**src/rtl/pipe_pkg.sv**
```systemverilog
// pipe_pkg: shared pipeline constants and the pc/instr entry used by IF/ID and ID/EX registers.
package pipe_pkg;
    localparam logic [31:0] NOP_INSTR = 32'h0000_0000;
    localparam logic [31:0] RESET_PC  = 32'h0000_3000;
    typedef struct packed {
        logic [31:0] pc;
        logic [31:0] instr;
    } pipe_entry_t;
endpackage

```
**src/rtl/fetch_queue_mem.sv**
```systemverilog
// fetch_queue_mem: DEPTH x 64 entry storage, one write port, one asynchronous read port, no reset.
module fetch_queue_mem
    import pipe_pkg::*;
#(
    parameter int DEPTH = 4,
    parameter int AW    = 2
) (
    input  logic          clk,
    input  logic          i_we,
    input  logic [AW-1:0] i_waddr,
    input  pipe_entry_t   i_wdata,
    input  logic [AW-1:0] i_raddr,
    output pipe_entry_t   o_rdata
);
    pipe_entry_t r_mem [DEPTH];
    always_ff @(posedge clk) begin
        if (i_we) r_mem[i_waddr] <= i_wdata;
    end
    assign o_rdata = r_mem[i_raddr];
endmodule

```
**src/rtl/fetch_queue.sv**
```systemverilog
// fetch_queue: instruction prefetch buffer between fetch and decode; stalls fetch when full,
// flushes wrong-path entries on redirect.
module fetch_queue
    import pipe_pkg::*;
#(
    parameter int          DEPTH = 4,
    parameter int          AW    = 2,
    parameter logic [31:0] NOP   = NOP_INSTR
) (
    input  logic          clk,
    input  logic          reset,
    input  logic          in_valid,
    input  logic [31:0]   in_pc,
    input  logic [31:0]   in_instr,
    output logic          fetch_stop,
    output logic          out_valid,
    output logic [31:0]   out_pc,
    output logic [31:0]   out_instr,
    output logic [31:0]   out_pc8,
    input  logic          id_stall,
    input  logic          flush,
    output logic [AW:0]   count
);
    localparam logic [AW:0] FULL = (AW+1)'(DEPTH);
    logic [AW-1:0] r_wr_ptr, r_rd_ptr;
    logic [AW:0]   r_count;
    logic          w_push, w_pop, w_full;
    pipe_entry_t   w_head;
    assign w_full     = r_count == FULL;
    assign out_valid  = r_count != '0;
    assign w_pop      = out_valid && !id_stall;
    assign w_push     = in_valid && !flush && (!w_full || w_pop);
    assign fetch_stop = w_full && !w_pop && !flush;
    assign count      = r_count;
    assign out_pc     = out_valid ? w_head.pc : 32'h0;
    assign out_instr  = out_valid ? w_head.instr : NOP;
    assign out_pc8    = out_valid ? w_head.pc + 32'd8 : 32'h0;
    fetch_queue_mem #(.DEPTH(DEPTH), .AW(AW)) u_mem (
        .clk     (clk),
        .i_we    (w_push),
        .i_waddr (r_wr_ptr),
        .i_wdata ('{pc: in_pc, instr: in_instr}),
        .i_raddr (r_rd_ptr),
        .o_rdata (w_head)
    );
    // A flush drops everything buffered; the head popped in the same cycle was already taken by decode.
    always_ff @(posedge clk or posedge reset) begin
        if (reset) begin
            r_wr_ptr <= '0;
            r_rd_ptr <= '0;
            r_count  <= '0;
        end else if (flush) begin
            r_rd_ptr <= r_wr_ptr;
            r_count  <= '0;
        end else begin
            r_wr_ptr <= r_wr_ptr + AW'(w_push);
            r_rd_ptr <= r_rd_ptr + AW'(w_pop);
            r_count  <= r_count + (AW+1)'(w_push) - (AW+1)'(w_pop);
        end
    end
endmodule

```
**config.mk**
```make
export PLATFORM = sky130hd
export DESIGN_NAME = fetch_queue
export DESIGN_NICKNAME = d
export VERILOG_FILES = /design/src/rtl/pipe_pkg.sv /design/src/rtl/fetch_queue_mem.sv /design/src/rtl/fetch_queue.sv
export SDC_FILE = /design/constraint.sdc
export NUM_CORES = 1
export LEC_CHECK = 0
export ABC_AREA = 1
export BUFFER_PORTS_ARGS = -buffer_cell sky130_fd_sc_hd__buf_2
export CAP_MARGIN = 20
export CORE_ASPECT_RATIO = 0.7
export CORE_MARGIN = 8
export CORE_UTILIZATION = 50
export CTS_CLUSTER_DIAMETER = 30
export DETAILED_ROUTE_END_ITERATION = 10
export PLACE_DENSITY = 0.72
export RECOVER_POWER = 25
export SYNTH_ARGS = -nofsm -noshare
export SYNTH_HDL_FRONTEND = slang
export SYNTH_SLANG_ARGS = --single-unit
```
**constraint.sdc**
```tcl
create_clock -name clk -period 5.7 [get_ports clk]
set_clock_uncertainty 0.05 [all_clocks]
set_input_delay 0.285 -clock clk [delete_from_list [all_inputs] [get_ports clk]]
set_output_delay 0.285 -clock clk [all_outputs]
set_load 0.005 [all_outputs]
```
==> impl_metrics.yaml <==
layout:
  final_common_cell: "nand2_1"
  areaGrowthSynthToFinish_pct: 24.3
  filler_cell_count: 1910
  layout.cells.non_filler: 1757
  regArea_sq_um: 7870
  final_area_sq_um: 14900
  layout.nets: 1479
  finish.utilization_pct: 63.3
  multi_input_area_sq_um: 3590
  drive_above_1_share_pct: 18.2
  final_cell_mix: "nand2_1 (312), edfxtp_1 (256), nor2_1 (225)"
synth:
  yosysTopAreaCell: "edfxtp_1"
  ys_seq_elements: 263
  syn_inst: 1176
  syn_avg_cell_area_sq_um: 10.2
  yosysWarnings: 0
  syn_nets: 1251
  syn_area_sq_um: 12000
  ys_types: 34
  yosys.area.top_type_share_pct: 64.1
  synth_area_leaders: "edfxtp_1 (64%), nand2_1 (9.8%), nor2_1 (7.0%), o21ai_0 (3.3%), nand3_1 (2.5%)"
  seq_area_frac_synth_pct: 65.5
sta:
  post-route-min-period_ns: 4.09
  hold_violations: 0
  finalCritPeriodShare_pct: 71.8
  finalSetupViolCount: 0
  worst_pin_slew_ns: 1.04
  whs_ns: 0.187
  slew_headroom_pct: 30.8
  finalWorstSetupSlack_ns: 1.61
  fmax_mhz: 244
  slew_viol_final: 0
  rsz0062_at_grt: "false"
place:
  dp_slack_ns: 2.21
  post_dp_cell_area_sq_um: 13000
  place_hpwl_mm: 18.4
  portBuffers: 169
  gp_congestion: 0.938
  dp_cells: 1612
hold_path:
  hold_class: "input pin to asynchronous set/reset pin"
floorplanning:
  die_h_microns: 146
  io_pins: 170
  coreArea_sq_um: 23600
  initial_core_util_pct: 50.9
  die_area_sq_um: 29300
  die_w_microns: 201
  num_rows: 47
worst_setup_path:
  cp-start-kind: "flip-flop"
  path_delay_family: "simple AND/OR/NAND/NOR gates"
  path_cells: "buf_4 > nand2_1 > nand2_1 > nand2_1 > nand2_2 > nand2_1 > nor2_1 > nand2_1 > inv_1 > nand2_1 > nand2_1 > inv_1 > nor2_1 > buf_2"
  slowest_stage: "dfrtp_4"
  cp-end-kind: "primary output"
  crit_arrival_ns: 3.76
  crit_fanout: 75
  slowest_delay_ns: 0.88
  crit_required_ns: 5.37
  crit_top_cell: "nand2_1"
  path_buf_inv: 4
  worstSetupPathType: "flip-flop to primary output"
flow_run:
  cap_viol_max_count: 0
global_routing:
  grt_max_degree: 136
  grtUsageTotal_pct: 20.6
  grt_overflow: 0
  grt_pass1_vias: 8903
  grt_antenna_before_repair: 2
  grt_pass1_wl_mm: 48.5
routing:
  drtIter0Drc: 898
  postRouteAntennaNets: 0
  wl_per_cell_microns: 17.5
  drc_errors: 0
  vias: 9164
  drt_pass1_iterations: 6
  drt-total-wl_mm: 30.8
  viasPerCell: 5.22
clocking:
  clk-insertion-delay-late_ns: 0.53
  clk_pin_slew_ns: 0.05
  cts_buffers: 42
  cts-root-buf: "clkbuf_16"
  cts.sinks: 263
  cts_setup_buffers: 0
  clock_path_buffers: 3
  cts_tree: "built"
  cts.htree.levels: 2
power_and_ir_drop:
  internal_power_mw: 4.85
  switchingPower_mw: 3.14
  leakagePower_nw: 6.00
  comb_power_share_pct: 39.8
  power_frac_seq_pct: 30.3
  power.density_nw_per_um2: 536
  swShare_pct: 39.3
  pwr-share-clk_pct: 29.9
  irDropWorstVdd_mv: 0.362
run_status:
  run_status: "finished clean"
-- per-stage QoR --
| step | power (mW) | setup TNS [ns] |
|---|---|---|
| 2_1_floorplan | 4.55 | -7.13 |
| 3_3_place_gp | 5.53 | 0 |
| 3_5_place_dp | 5.59 | 0 |
| 4_1_cts | 8.04 | 0 |
| 5_1_grt | 8.51 | 0 |
| 6_report | 7.99 | 0 |
-- what timing repair did --
item / CTS / global route
gates resized for setup: 0 / 0
hold endpoints to repair: 266 / 0
hold buffers: 66 / 0
-- power groups by stage --
stage                     combinational, mW  sequential (mW)  clock [mW]
after floorplan                        2.16             2.39           0
final                                  3.18             2.42        2.39
after CTS                              3.19             2.42        2.42
after global placement                 3.08             2.45           0
after global routing                   3.56             2.44        2.51
after detailed placement               3.13             2.46           0
-- registers in the layout, indices dropped and copies added (netlist names) --
signal and flops:
u_mem.r_mem 256, count 3, r_rd_ptr 2, r_wr_ptr 2
-- cell usage after synthesis (all sizes together) --
master  count
a21oi      53
xor2        2
clkinv      2
nand4       3
o21ai      81
and2        1
fa          1
nand2     335
nor3        8
a32oi       1
clkbuf     21
nor2      244
dfrtp       7
inv        47
ha          5
o211ai      2
edfxtp    256
buf        39
xnor2       2
a32o        1
nand3      65
-- final timing paths --
| check | start | end | slack [ns] | cells after the start |
|---|---|---|---|---|
| max | r_rd_ptr[0] | out_pc8[24] | 1.61 | 14 |
| min reg2reg | r_wr_ptr[0] | r_rd_ptr[0] | 0.57 | 2 |
| min in group clk | id_stall | r_rd_ptr[0] | 0.23 | 5 |
| max in group asynchronous | reset | r_rd_ptr[0] | 5.16 | 3 |
| min | reset | r_rd_ptr[0] | 0.19 | 3 |
| max reg2reg | count[1] | count[2] | 2.25 | 11 |
-- cell families (layout without fill, tap and decap cells) --
logic type	Yosys count	in the layout	share of synthesized area, %
simple gates	656	656	22.9
buf+inv	109	370	4.75
flops	263	263	65.5
xor+xnor	4	4	0.292
compound gates	138	138	5.87
other cells	0	2	0
fa+ha+maj	6	6	0.688
-- tightest hold or removal path: cells and delay by family --
family	cells	cell delay, ns
buf+inv	3	0.87
-- layout make-up --
class | instances | share of cell area [%]
Tap cell | 318 | 2.67
Clock inverter | 27 | 1.59
Inverter | 49 | 1.32
Multi-Input combinational cell | 804 | 24.0
Antenna cell | 2 | 0.0335
Clock buffer | 50 | 7.39
Timing Repair Buffer | 244 | 10.2
Sequential cell | 263 | 52.7
-- per-layer routing --
layer	vias up	GRT usage [%]	routed length, microns
met2	385	31.9	14000
li1	4429	-	-
met4	0	6.94	665
met5	-	0	0
met1	4291	28.4	13700
met3	59	4.76	2490
(Power assumes the default switching activity.)
